## src/rtl/acc_mq_pkg.sv

```systemverilog
// Shared opcodes, sequencer states and width helpers for the Acc/MQ/DR datapath.
package acc_mq_pkg;

   localparam logic [2:0] OP_PASS = 3'b000;
   localparam logic [2:0] OP_ADD  = 3'b001;
   localparam logic [2:0] OP_SUB  = 3'b010;
   localparam logic [2:0] OP_AND  = 3'b011;
   localparam logic [2:0] OP_OR   = 3'b100;
   localparam logic [2:0] OP_XOR  = 3'b101;
   localparam logic [2:0] OP_MUL  = 3'b110;
   localparam logic [2:0] OP_SHR  = 3'b111;

   typedef enum logic [1:0] {
      S_IDLE,
      S_MUL,
      S_DONE
   } state_e;

   // Add/sub results carry one extra bit for the carry/borrow.
   function automatic int unsigned addsub_width(input int unsigned w);
      return w + 1;
   endfunction

endpackage

```

## src/rtl/acc_mq_datapath_if.sv

```systemverilog
// Bus/control bundle between the instruction controller and the Acc/MQ/DR datapath.
interface acc_mq_datapath_if #(
   parameter int unsigned WIDTH = 8
);
   logic [2:0]       INS;
   logic             start;
   logic             LDAcc, LDMQ, LDDR;
   logic             STAcc, STMQ, STDR;
   logic [WIDTH-1:0] inBUS;
   logic [WIDTH-1:0] outBUS;
   logic             RDY;
   logic             done;
   logic             carry;
   logic             zero;

   modport master (
      output INS, start, LDAcc, LDMQ, LDDR, STAcc, STMQ, STDR, inBUS,
      input  outBUS, RDY, done, carry, zero
   );

   modport slave (
      input  INS, start, LDAcc, LDMQ, LDDR, STAcc, STMQ, STDR, inBUS,
      output outBUS, RDY, done, carry, zero
   );
endinterface

```

## src/rtl/acc_alu.sv

```systemverilog
// Combinational ALU: Acc op DR with carry; shared by single-cycle ops and the MUL add step.
module acc_alu
   import acc_mq_pkg::*;
#(
   parameter int unsigned WIDTH = 8
) (
   input  logic [2:0]       op_i,
   input  logic [WIDTH-1:0] a_i,
   input  logic [WIDTH-1:0] b_i,
   output logic [WIDTH-1:0] result_o,
   output logic             carry_o
);
   localparam int unsigned AW = addsub_width(WIDTH);

   logic [AW-1:0] sum;
   logic [AW-1:0] diff;

   always_comb begin
      sum      = {1'b0, a_i} + {1'b0, b_i};
      diff     = {1'b0, a_i} - {1'b0, b_i};
      result_o = a_i;
      carry_o  = 1'b0;
      case (op_i)
         OP_PASS: result_o = b_i;
         OP_ADD: begin
            result_o = sum[WIDTH-1:0];
            carry_o  = sum[WIDTH];
         end
         // Carry reports "no borrow", i.e. a >= b unsigned.
         OP_SUB: begin
            result_o = diff[WIDTH-1:0];
            carry_o  = ~diff[WIDTH];
         end
         OP_AND:  result_o = a_i & b_i;
         OP_OR:   result_o = a_i | b_i;
         OP_XOR:  result_o = a_i ^ b_i;
         default: result_o = a_i;
      endcase
   end
endmodule

```

## src/rtl/acc_mq_datapath.sv

```systemverilog
// Acc/MQ/DR register file with ALU, flags and a shift-add multiply sequencer.
module acc_mq_datapath
   import acc_mq_pkg::*;
#(
   parameter int unsigned WIDTH = 8
) (
   input logic               clock,
   input logic               reset_n,
   acc_mq_datapath_if.slave  bus
);
   localparam int unsigned CW = $clog2(WIDTH + 1);

   state_e           state_q, state_d;
   logic [WIDTH-1:0] acc_q, acc_d;
   logic [WIDTH-1:0] mq_q, mq_d;
   logic [WIDTH-1:0] dr_q, dr_d;
   logic             carry_q, carry_d;
   logic             zero_q, zero_d;
   logic             done_q, done_d;
   logic [CW-1:0]    cnt_q, cnt_d;

   logic [2:0]       alu_op;
   logic [WIDTH-1:0] alu_res;
   logic             alu_c;
   logic             any_ld;
   logic             step_c;
   logic [WIDTH-1:0] step_s;

   assign any_ld = bus.LDAcc | bus.LDMQ | bus.LDDR;
   assign alu_op = (state_q == S_MUL) ? OP_ADD : bus.INS;

   acc_alu #(.WIDTH(WIDTH)) u_alu (
      .op_i     (alu_op),
      .a_i      (acc_q),
      .b_i      (dr_q),
      .result_o (alu_res),
      .carry_o  (alu_c)
   );

   always_comb begin
      state_d = state_q;
      acc_d   = acc_q;
      mq_d    = mq_q;
      dr_d    = dr_q;
      carry_d = carry_q;
      zero_d  = zero_q;
      cnt_d   = cnt_q;
      done_d  = 1'b0;
      step_c  = 1'b0;
      step_s  = acc_q;
      unique case (state_q)
         S_IDLE: begin
            // Any load in the cycle wins and suppresses a coincident start.
            if (any_ld) begin
               if (bus.LDAcc) acc_d = bus.inBUS;
               if (bus.LDMQ)  mq_d  = bus.inBUS;
               if (bus.LDDR)  dr_d  = bus.inBUS;
            end else if (bus.start) begin
               case (bus.INS)
                  OP_MUL: begin
                     acc_d   = '0;
                     carry_d = 1'b0;
                     cnt_d   = CW'(WIDTH);
                     state_d = S_MUL;
                  end
                  OP_SHR: begin
                     {acc_d, mq_d} = {1'b0, acc_q, mq_q[WIDTH-1:1]};
                     carry_d       = mq_q[0];
                     zero_d        = ({acc_d, mq_d} == '0);
                     done_d        = 1'b1;
                  end
                  default: begin
                     acc_d   = alu_res;
                     carry_d = alu_c;
                     zero_d  = (alu_res == '0);
                     done_d  = 1'b1;
                  end
               endcase
            end
         end
         S_MUL: begin
            if (mq_q[0]) begin
               step_c = alu_c;
               step_s = alu_res;
            end
            {acc_d, mq_d} = {step_c, step_s, mq_q[WIDTH-1:1]};
            cnt_d         = cnt_q - CW'(1);
            if (cnt_q == CW'(1)) begin
               state_d = S_DONE;
               zero_d  = ({acc_d, mq_d} == '0);
            end
         end
         S_DONE:  state_d = S_IDLE;
         default: state_d = S_IDLE;
      endcase
   end

   always_ff @(posedge clock or negedge reset_n) begin
      if (!reset_n) begin
         state_q <= S_IDLE;
         acc_q   <= '0;
         mq_q    <= '0;
         dr_q    <= '0;
         carry_q <= 1'b0;
         zero_q  <= 1'b1;
         done_q  <= 1'b0;
         cnt_q   <= '0;
      end else begin
         state_q <= state_d;
         acc_q   <= acc_d;
         mq_q    <= mq_d;
         dr_q    <= dr_d;
         carry_q <= carry_d;
         zero_q  <= zero_d;
         done_q  <= done_d;
         cnt_q   <= cnt_d;
      end
   end

   assign bus.outBUS = ({WIDTH{bus.STAcc}} & acc_q)
                     | ({WIDTH{bus.STMQ}}  & mq_q)
                     | ({WIDTH{bus.STDR}}  & dr_q);
   assign bus.RDY    = (state_q == S_IDLE);
   assign bus.done   = done_q | (state_q == S_DONE);
   assign bus.carry  = carry_q;
   assign bus.zero   = zero_q;
endmodule

```

## src/flat_wrapper.sv

```systemverilog
// flat-port wrapper written by rule: the top's interface ports become plain ports
module acc_mq_datapath_flat import acc_mq_pkg::*;
#(
   parameter int unsigned WIDTH = 8
)
  (clock, reset_n, bus_INS, bus_start, bus_LDAcc, bus_LDMQ, bus_LDDR, bus_STAcc, bus_STMQ, bus_STDR, bus_inBUS, bus_outBUS, bus_RDY, bus_done, bus_carry, bus_zero);
  acc_mq_datapath_if #(.WIDTH(WIDTH)) bus_i ();
  input logic clock;
  input logic reset_n;
  input wire logic [$bits(bus_i.INS)-1:0] bus_INS;
  input wire logic [$bits(bus_i.start)-1:0] bus_start;
  input wire logic [$bits(bus_i.LDAcc)-1:0] bus_LDAcc;
  input wire logic [$bits(bus_i.LDMQ)-1:0] bus_LDMQ;
  input wire logic [$bits(bus_i.LDDR)-1:0] bus_LDDR;
  input wire logic [$bits(bus_i.STAcc)-1:0] bus_STAcc;
  input wire logic [$bits(bus_i.STMQ)-1:0] bus_STMQ;
  input wire logic [$bits(bus_i.STDR)-1:0] bus_STDR;
  input wire logic [$bits(bus_i.inBUS)-1:0] bus_inBUS;
  output wire logic [$bits(bus_i.outBUS)-1:0] bus_outBUS;
  output wire logic [$bits(bus_i.RDY)-1:0] bus_RDY;
  output wire logic [$bits(bus_i.done)-1:0] bus_done;
  output wire logic [$bits(bus_i.carry)-1:0] bus_carry;
  output wire logic [$bits(bus_i.zero)-1:0] bus_zero;
  assign bus_i.INS = bus_INS;
  assign bus_i.start = bus_start;
  assign bus_i.LDAcc = bus_LDAcc;
  assign bus_i.LDMQ = bus_LDMQ;
  assign bus_i.LDDR = bus_LDDR;
  assign bus_i.STAcc = bus_STAcc;
  assign bus_i.STMQ = bus_STMQ;
  assign bus_i.STDR = bus_STDR;
  assign bus_i.inBUS = bus_inBUS;
  assign bus_outBUS = bus_i.outBUS;
  assign bus_RDY = bus_i.RDY;
  assign bus_done = bus_i.done;
  assign bus_carry = bus_i.carry;
  assign bus_zero = bus_i.zero;
  acc_mq_datapath #(.WIDTH(WIDTH)) u_core (.clock(clock), .reset_n(reset_n), .bus(bus_i));
endmodule
```

## config.mk

```make
export PLATFORM = sky130hd
export DESIGN_NAME = acc_mq_datapath_flat
export DESIGN_NICKNAME = d
export VERILOG_FILES = /design/src/rtl/acc_mq_pkg.sv /design/src/rtl/acc_mq_datapath_if.sv /design/src/rtl/acc_alu.sv /design/src/rtl/acc_mq_datapath.sv /design/src/flat_wrapper.sv
export SDC_FILE = /design/constraint.sdc
export NUM_CORES = 1
export LEC_CHECK = 0
export CAP_MARGIN = 20
export CELL_PAD_IN_SITES_DETAIL_PLACEMENT = 1
export CELL_PAD_IN_SITES_GLOBAL_PLACEMENT = 2
export CORE_MARGIN = 2
export CORE_UTILIZATION = 35
export DETAILED_ROUTE_END_ITERATION = 8
export PLACE_DENSITY_LB_ADDON = 0.15
export RECOVER_POWER = 100
export SYNTH_ARGS = -nofsm -noshare
export SYNTH_HDL_FRONTEND = slang
export SYNTH_SLANG_ARGS = --single-unit
```

## constraint.sdc

```tcl
create_clock -name clock -period 3.2 [get_ports clock]
set_input_delay 0.64 -clock clock [delete_from_list [all_inputs] [get_ports clock]]
set_output_delay 0.64 -clock clock [all_outputs]
set_load 0.1 [all_outputs]
```

==> impl_results.md, run 1 <==
* Share of layout cells above drive strength 1 at approximately 14%
* Initial antenna violation count at 0
* Status: complete, but fails checks
* Failing checks: capacitance limit, slew limit
* Gpl congestion at 0.9059
* CP startpoint: bus_INS[1]
* Main combinational cell family by area after synthesis: compound AO/OA/AOI/OAI gates
* Crit Path Category: in -> reg
* Mapped Cells at 408
* Peak supply drop at ~0.00066 V
* Final max-slew violation count at 34
* # clock sinks at 33
* Hold buffers post-CTS at 0
* Final Power at slightly above 4 mW
* Via count at around 3400
* Root Buffer: clkbuf_8
* Vias in the first global route at 3419
* # DRC at 0
* Routed Antenna Nets at 0
* Drt wl/cell at 22.00 um
* Top-count cell post-synth: nor2_1
* Area grow syn2layout at 14.10%
* Ant diodes at 0
* Drt pass-1 iters at 5
* Post-synth ARST share at 100.0%
* Top post-synthesis cells by area: dfrtp_1, ha_1, a21oi_1
* Crit-path max FO at 9
* Worst Path Arrival at 3220 ps
* Syn_nets at 457
* DRT Wirelength at 12580 um
* Final period utilization at 93.80%
* Power Density at 1064 nW/um^2
* Synth Area in Simple Gates at 18.86%
* Vias per cell at between 5 and 6
* Largest net degree at the start of global routing at 34
* Yosys warnings at 0
* RR Endpoint: u_core.acc_q[4]
* Row cnt at 35
* R2R depth at 10
* Number of port buffers at 31
* Postcts setup bufs at 0
* Clock transition at path regs at 80 ps
* Core ar. at around 9200 sq um
* Post-Synth XOR/XNOR Area at less than 1%
* RSZ-0062 raised after global routing: no
* Syn Area/Cell at 8.197 sq um
* Final-report setup violation count at 0
* Worst-margin pin slew at between 1500 and 2000 ps
* TritonCTS clock tree: yes
* Worst R2R Start: u_core.acc_q[0]
* Max-Cap Viols at 1
* DP HPWL at 9821 um
* Clock Latency Late Sink at a little under 300 ps
* Slew Limit Headroom at -23.67%
* Die X at 101.8 um
* Gr ovfl total at 0
* Top-area cell type share of the netlist area at 23.94%
* Die height at between 100 and 150 um
* Post-CTS Resized at 0
* Initial Util at 36.19%
* Clk_skew at 6.555 ps
* DR iter-0 viols at roughly 270
* WP data required at 3420 ps
* Total CTS buffers at 5
* Hold Fails Final Rpt at 0
* Setup TNS at 0 ps
* Crit path launch type: primary input
* Compound-Gate Fraction of Synth Area at 32.06%
* Clock Path Buffers at 2
* Fin crit period at around 3000 ps
* Reg2reg setup slack at 200 ps
* H-tree depth reported by CTS at 2
* Post-synth top area cell: dfrtp_1
* Seq/Total Area, Yosys at 24.73%
* Netlist Area Pre-Place at 3344 sq um
* Num ports at 32
* Worst Hold Class: reg -> reg
* Crit path to: u_core.bus.zero
* Main synth FF type: dfrtp_1
* Post-synth cell types at 73
* Total GRT Usage at 25.00%
* Die area at 10350 sq um
* Final #Nets at approximately 490
* First-pass GRT wire length at 19570 um
* EDFF count, synth at 0
* Adder-cell area share of the yosys netlist at 11.30%
* Mux cell area share after synthesis at 3.030%
* Layout fillers at 1153
* Static Leak at 1.658 nW
* Setup crit end kind: flip-flop
* Fmax at about 330 MHz
* Top cells by instance count after synthesis: nor2_1, inv_1, dfrtp_1
* Flops & latches, synth at 33
[layout make-up]
type	count	area (sq um)	area share, %
well taps	129	161.4	4.230
repair buffers	54	421.7	11.05
multi-input cells	313	2188	57.34
inverters	35	131.4	3.443
clock inverters	3	17.52	0.4590
flip-flops and latches	33	827.0	21.67
clock buffers	5	68.82	1.803
[placed cells by master (no fill, tap or decap), types with 10 or more instances in the layout]
cell	count
a21oi_1	31
nor2_1	41
nand3_1	10
o21ai_0	26
clkdlybuf4s50_1	15
dfrtp_1	32
ha_1	27
inv_1	35
nand2_1	24
buf_4	20
[cell families (layout without fill, tap and decap cells)]
group / Yosys count / after routing
fa+ha+maj: 29 / 29
simple gates: 124 / 124
flops: 33 / 33
xor+xnor: 2 / 2
mux: 10 / 10
buf+inv: 62 / 97
compound gates: 148 / 148
[worst min path at each step]
stage | endpoint | cells after the start | startpoint | slack (ps)
6_report | u_core.bus.carry | 2 | u_core.bus.carry | 530
4_1_cts | u_core.bus.carry | 2 | u_core.bus.carry | 540
5_1_grt | u_core.bus.carry | 2 | u_core.bus.carry | 560
2_1_floorplan | u_core.acc_q[0] | 0 | reset_n | 340
3_5_place_dp | u_core.bus.carry | 2 | u_core.bus.carry | 530
3_3_place_gp | u_core.bus.carry | 2 | u_core.bus.carry | 510
[flip-flops by register name, summed over array words and instances, names as in the netlist]
name,flops
u_core.bus.zero,1
u_core.done_q,1
u_core.cnt_q,4
u_core.acc_q,8
u_core.bus.carry,1
u_core.state_q,2
u_core.mq_q,8
u_core.dr_q,8
[power breakdown]
part           switching [mW]  internal, mW
Combinational            1.97         0.942
Sequential              0.235         0.598
Clock                   0.171         0.150
Total                    2.37          1.69
[routing by layer]
layer  up-vias  share of wire (%)  track usage, %  wire [um]
met3        25                5.3           3.520        664
met1      1657                 45           34.14       5617
met2       129                 47           41.45       5976
met4         0                2.6           6.549        324
met5         -                  0               0          0
li1       1570                  -               -          -
[metrics by stage]
stage / worst slack, ps / cells / hold WS [ps] / instance area (sq um) / utilization (%)
6_report: 198.4 / 572 / 530.3 / 3816 / 41.30
5_1_grt: 65.37 / 572 / 559.0 / 3816 / 41.30
4_1_cts: 249.3 / 572 / 544.9 / 3966 / 42.92
3_5_place_dp: 127.0 / 564 / 528.1 / 3880 / 41.99
3_3_place_gp: 210.4 / 564 / 513.6 / 3880 / 41.99
2_1_floorplan: 78.23 / 408 / 344.4 / 3344 / -
[critical path: stages]
cell	delay, ps
dlygate4sd3_1	730
nor3b_1	450
nand2_1	220
o221a_2	330
o22ai_1	270
nor2_1	70
and3_1	220
a22oi_1	190
o21ai_1	100
Power figures use the tool's default switching activity.
==> inputs of run 2 (changes only) <==
CORE_UTILIZATION = 36   (was 35)
CTS_BUF_LIST = sky130_fd_sc_hd__clkbuf_4   (was default)
SETUP_SLACK_MARGIN = 0.3   (was default)
==> run 2 against run 1 <==
The run still ends with capacitance limit, slew limit left. Total power rose by 2.1%. Worst setup slack better by 140 ps. Global-route usage fell by 0.27 points. Sequential power rose by 2%. First-iteration DRC count decreased by 15%. Sequential cell count unchanged. Critical path depth increased by 1. Largest cell class unchanged. Clock power is 2% lower. Wire length is 3.7% lower. Clock-buffer cell count did not move. Core utilization up 1.0 points. Clock skew is 3.6 ps lower.
==> impl_results.md, run 2 (same netlist as run 1, synthesis figures left out) <==
* Status: complete, but fails checks
* Failing checks: capacitance limit, slew limit
* Gpl congestion at 0.9218
* Slowest CP cell: dfrtp_1
* Fmax at 350.0 MHz
* CP max stage delay at 390 ps
* Routed Antenna Nets at 0
* Drt pass-1 iters at 5
* Row cnt at 35
* Drt wl/cell at 21.75 um
* Commonest non-fill, non-tap cells in the layout: nor2_1, inv_1, dfrtp_1
* Share of layout cells above drive strength 1 at between 15 and 20%
* Worst Hold Launch: u_core.bus.carry
* Final Power at 4.145 mW
* Worst path most repeated cell: o21ba_2
* Vias in the first global route at 3497
* Slew Limit Headroom at -28.50%
* Internal power at about 1.8 mW
* Final #Nets at roughly 500
* Worst hold stages at 2
* Setup crit end kind: flip-flop
* Worst Path Arrival at 3080 ps
* Placed cell area at about 3900 sq um
* Die X at between 100 and 150 um
* # clock sinks at 33
* Total GRT Usage at 24.73%
* RSZ-0062 raised after global routing: yes
* CP bufs+invs at 1
* Biggest regs: u_core.acc_q: 8 flops, u_core.dr_q: 8 flops, u_core.mq_q: 8 flops
* Fin crit period at 2857 ps
* DRT Wirelength at between 10000 and 15000 um
* Comb pwr share at 72.0%
* R2R depth at 10
* Initial antenna violation count at 0
* Commonest non-fill, non-tap cell in the layout: nor2_1
* Worst-margin pin slew at 1927 ps
* Area grow syn2layout at 15.26%
* Hold-critical path endpoint: u_core.bus.carry
* Peak supply drop at 0.0003884 V
* Clock Power Share at 7.7%
* Ant diodes at 0
* Total CTS buffers at 5
* Worst R2R Start: u_core.acc_q[1]
* Fin area at 3855 sq um
* H-tree depth reported by CTS at 2
* WP data required at ~3400 ps
* DP HPWL at 9516 um
* Power Density at 1075 nW/um^2
* Share of power burned in registers at 20.4%
* Core ar. at 9109 sq um
* Die height at 100.4 um
* RR Endpoint: u_core.acc_q[6]
* DR iter-0 viols at roughly 230
* Final max-slew violation count at 34
* Worst Hold Class: reg -> reg
* Layout fillers at 1114
* TritonCTS clock tree: yes
* Crit-path cells: inv_1 -> ha_1 -> o21ba_2 -> o21ba_2 -> o21ai_1 -> mux2i_1 -> nand2_1 -> nor3_1 -> o32ai_1 -> mux2_2
* Final-report setup violation count at 0
* Sw Share at 57.40%
* Number of port buffers at 31
* Hold buffers post-CTS at 0
* Root Buffer: clkbuf_4
* Final period utilization at between 80% and 90%
* Die area at between 10000 and 15000 sq um
* Static Leak at between 1.5 and 2 nW
* Reg2reg setup slack at around 340 ps
* Max-Cap Viols at 1
* Via count at 3395
* Num ports at 32
* Clk_skew at 2.970 ps
* Clock Path Buffers at 2
* Psw at between 2 and 2.5 mW
* Largest net degree at the start of global routing at 34
* # DRC at 0
* Setup TNS at 0 ps
* Gr ovfl total at 0
* Stages on the worst setup path at 10
* Delay-heaviest family, CP: compound AO/OA/AOI/OAI gates
* Hold Fails Final Rpt at 0
* Initial Util at 36.72%
* Crit path launch type: flip-flop
* Crit-path max FO at 5
* Crit Path Category: reg -> reg
* Clock transition at path regs at 110 ps
* Clock Latency Late Sink at 330 ps
* First-pass GRT wire length at 19370 um
* Vias per cell at approximately 6.1
## run 2: changes by cell type in the layout (fill, tap and decap cells not counted), sizes merged
| cell | delta |
|---|---|
| buf | +2 |
| clkinv | -1 |
| bufinv | +1 |
| clkbuf | +1 |
## run 2: per-layer routing
layer	track usage, %	vias up	share of wire (%)
li1	-	1578	-
met1	34.27	1712	48
met2	40.53	89	47
met3	2.368	16	2.9
met4	8.114	0	2.6
met5	0	-	0
## run 2: layout make-up
cell class	instances	area [sq um]	share of cell area, %
clock inverter	3	41.29	1.071
clock buffer	5	37.54	0.9737
inverter	35	131.4	3.408
tap	111	138.9	3.603
timing repair buffer	57	456.7	11.85
sequential	33	828.3	21.49
multi-input combinational	313	2221	57.61
## run 2: worst max-delay path by stage
stage	start	end	slack [ps]
2_1_floorplan	u_core.state_q[1]	u_core.bus.zero	600
3_3_place_gp	u_core.dr_q[1]	u_core.acc_q[6]	180
3_5_place_dp	bus_INS[1]	u_core.bus.zero	110
4_1_cts	u_core.dr_q[0]	u_core.acc_q[4]	320
5_1_grt	bus_INS[1]	u_core.bus.zero	160
6_report	u_core.acc_q[1]	u_core.acc_q[6]	340
## run 2: power groups by stage
stage	Sequential (mW)	Combinational [mW]	Clock (mW)
5_1_grt	0.869	3.23	0.344
3_5_place_dp	0.850	3.01	0
4_1_cts	0.842	3.05	0.327
6_report	0.845	2.98	0.317
2_1_floorplan	0.867	2.01	0
3_3_place_gp	0.841	3.01	0
## run 2: timing repair
action	4_1_cts	5_1_grt
buffers inserted	0	4
gates resized for setup	4	7
gates cloned	0	0
pin swaps	0	5
setup endpoints to repair	4	5
## run 2: worst reg2reg max path, delay by kind of cell, from the launching register on
kind,cells,cell delay [ps]
AND/OR/NAND/NOR,2,460
AO/OA/AOI/OAI,4,840
adder cells (fa/ha/maj),1,320
flip-flops,1,390
multiplexers,2,520
buffers and inverters,1,210
## run 2: per-stage QoR
step / hold WS (ps) / cells / util [%] / worst slack (ps)
floorplan: 344.4 / 408 / - / 600.6
global placement: 513.0 / 545 / 42.43 / 178.8
detailed placement: 539.7 / 545 / 42.43 / 108.1
CTS: 566.9 / 553 / 43.41 / 318.7
global route: 599.6 / 557 / 42.32 / 164.0
finish: 556.8 / 557 / 42.32 / 342.6
==> inputs of run 3 (changes only) <==
SYNTH_HIERARCHICAL = 1   (was default)
==> run 3 against run 2 <==
The flow still finishes with violations (capacitance limit, slew limit). Sequential power decreased by 17%. Fmax decreased by 2.7%. Critical endpoint is now u_core/acc_q[1]. Combinational power decreased by 20%. Critical path depth increased by 1.
==> impl_results.md, run 3 <==
* Status: complete, but fails checks
* Failing checks: capacitance limit, slew limit
* Clk_skew at 16.05 ps
* Fmax at approximately 340 MHz
* Syn Area/Cell at 8.365 sq um
* Core ar. at between 9000 and 10000 sq um
* Worst R2R Start: u_core/acc_q[0]
* Top-count cell post-synth: inv_1
* DP HPWL at 9362 um
* Die area at just over 10000 sq um
* Initial Util at about 37%
* Routed Antenna Nets at 0
* Hold WS at 544.7 ps
* Fin crit period at 2938 ps
* # DRC at 0
* WP data required at between 3000 and 4000 ps
* H-tree depth reported by CTS at 2
* Area of the multi-input gates at 2487 sq um
* Mapped Cells at 407
* # clock sinks at 33
* Final #Nets at 529
* Stages on the worst setup path at 11
* Vias in the first global route at 3543
* Root Buffer: clkbuf_4
* Largest net degree at the start of global routing at 34
* Crit path to: u_core/acc_q[1]
* Row cnt at 35
* Top post-synthesis cells by area: dfrtp_1, ha_1, mux2_2
* Clock Latency Late Sink at 340 ps
* Layout fillers at 1108
* Die X at 101.2 um
* Top cells by instance count after synthesis: inv_1, nor2_1, dfrtp_1
* Crit-path max FO at 5
* Crit Path Category: in -> reg
* Num ports at 32
* Area grow syn2layout at 28.48%
* Vias per cell at 5.914
* Share of layout cells above drive strength 1 at 31.12%
* Final max-slew violation count at 34
* Gr ovfl total at 0
* Worst Path Arrival at 3220 ps
* Delay-heaviest family, CP: compound AO/OA/AOI/OAI gates
* R2R depth at 11
* DRT Wirelength at around 12000 um
* FF/Latch Area at 832.0 sq um
* Commonest non-fill, non-tap cell in the layout: buf_4
* Worst Hold Class: reg -> reg
* Commonest non-fill, non-tap cells in the layout: buf_4, inv_1, nor2_1
* Worst path most repeated cell: o21ai_0
* First-pass GRT wire length at approximately 19000 um
* Clock transition at path regs at 110 ps
* Reg2reg setup slack at 280 ps
* Initial antenna violation count at 0
* Setup crit end kind: flip-flop
* Post-synth top area cell: dfrtp_1
* Hold Fails Final Rpt at 0
* RSZ-0062 raised after global routing: yes
* CP startpoint: bus_INS[2]
* Clock Path Buffers at 2
* Slew Limit Headroom at -32.29%
* Die height at 101.2 um
* Ant diodes at 0
* Worst-margin pin slew at between 1500 and 2000 ps
* Main synth FF type: dfrtp_1
* Total CTS buffers at 5
* Yosys warnings at 6
* EDFF count, synth at 0
* Drt wl/cell at approximately 20 um
* DR iter-0 viols at 151
* Top-area cell type share of the netlist area at 23.52%
* Crit-path cells: clkdlybuf4s50_1 -> and2_2 -> nor2_1 -> buf_4 -> a22oi_1 -> o21ai_0 -> o21ai_0 -> a21oi_2 -> a211oi_1 -> o21ai_0 -> a22o_2
* Gpl congestion at between 0.8 and 0.9
* Max-Cap Viols at 1
* Static Leak at 1.921 nW
* Power Density at 774.5 nW/um^2
* Syn_nets at between 400 and 500
* Post-synth ARST share at 100.0%
* Total GRT Usage at 23.91%
* Peak supply drop at 0.0004207 V
* Netlist Area Pre-Place at 3405 sq um
* CP bufs+invs at 2
* Seq/Total Area, Yosys at 24.29%
* Post-synth cell types at 68
* Via count at between 3000 and 4000
* Slowest CP cell: clkdlybuf4s50_1
* Flops & latches, synth at 33
* Fin area at 4374 sq um
* Final-report setup violation count at 0
* Placed cell area at 4187 sq um
* Drt pass-1 iters at 5
* Final period utilization at 91.82%
* Number of port buffers at 31
* RR Endpoint: u_core/bus.zero
* Biggest regs: u_core/acc_q: 8 flops, u_core/dr_q: 8 flops, u_core/mq_q: 8 flops
* Crit path launch type: primary input
* TritonCTS clock tree: yes
* CP max stage delay at between 400 and 500 ps
==> run 3: cell count changes after synthesis, moves of 5 or more <==
cell,change
mux2_2,+23
a211oi_1,+7
and3_1,-7
and4_1,+7
nor2_1,-7
a22o_2,+5
a22oi_1,-5
o221ai_1,-5
==> run 3: power by group <==
part	internal (mW)	switching (mW)	total [mW]	leakage [nW]
clock network	0.162	0.157	0.319	0.0389
logic	0.925	1.44	2.37	1.49
registers	0.549	0.151	0.701	0.390
total	1.64	1.75	3.39	1.92
==> run 3: timing repair <==
action	4_1_cts	5_1_grt
setup endpoints to repair	5	10
hold buffers	0	0
resized for setup	12	45
setup buffers	1	8
pin swaps	3	15
==> run 3: worst register-to-register path, cell delays in order (launching register included) <==
cell and delay [ps]:
dfrtp_1 420, ha_1 270, fa_1 430, a21o_1 180
a21oi_1 210, o21bai_1 140, a21o_2 230, a21oi_1 140
o21bai_1 160, nor4_1 320, o211ai_1 130, a32oi_1 230
==> run 3: how the worst min path moves through the flow <==
stage	startpoint	end	slack, ps	depth (start not counted)
floorplan	reset_n	u_core/acc_q[0]	340	0
finish	u_core/cnt_q[0]	u_core/cnt_q[0]	540	1
CTS	u_core/cnt_q[0]	u_core/cnt_q[0]	560	1
detailed placement	u_core/cnt_q[0]	u_core/cnt_q[0]	540	1
global placement	u_core/cnt_q[0]	u_core/cnt_q[0]	520	1
global route	u_core/bus.zero	u_core/bus.zero	570	2
==> run 3: through the flow <==
stage	util, %	total power [mW]	setup slack [ps]	cells	TNS, ps
floorplan	-	2.150	313.9	407	0
global placement	45.52	2.901	-115.9	576	-266.6
detailed placement	45.52	2.932	-139.1	576	-540.3
CTS	46.90	3.301	290.8	585	0
global route	47.56	3.610	149.9	593	0
finish	47.56	3.388	261.8	593	0
==> run 3: final cells by class <==
class	count	share of cell area (%)
Clock buffer	5	0.8581
Clock inverter	3	0.9439
Inverter	39	3.347
Multi-Input combinational cell	312	56.87
Sequential cell	33	19.02
Tap cell	111	3.175
Timing Repair Buffer	90	15.79
==> run 3: per-layer routing <==
metal,up-vias,wire length (um),GRT usage [%]
li1,1656,-,-
met1,1747,5701,33.45
met2,93,5965,40.80
met3,11,373,2.001
met4,0,139,4.262
met5,-,0,0
==> run 3: logic make-up after synthesis <==
| kind of cell | count (synthesis) | share of synthesized area, % |
|---|---|---|
| flip-flops | 33 | 24.29 |
| buffers and inverters | 62 | 7.607 |
| multiplexers | 33 | 10.58 |
| AO/OA/AOI/OAI | 129 | 26.76 |
| AND/OR/NAND/NOR | 117 | 18.74 |
| XOR/XNOR | 5 | 1.287 |
| adder cells (fa/ha/maj) | 28 | 10.73 |
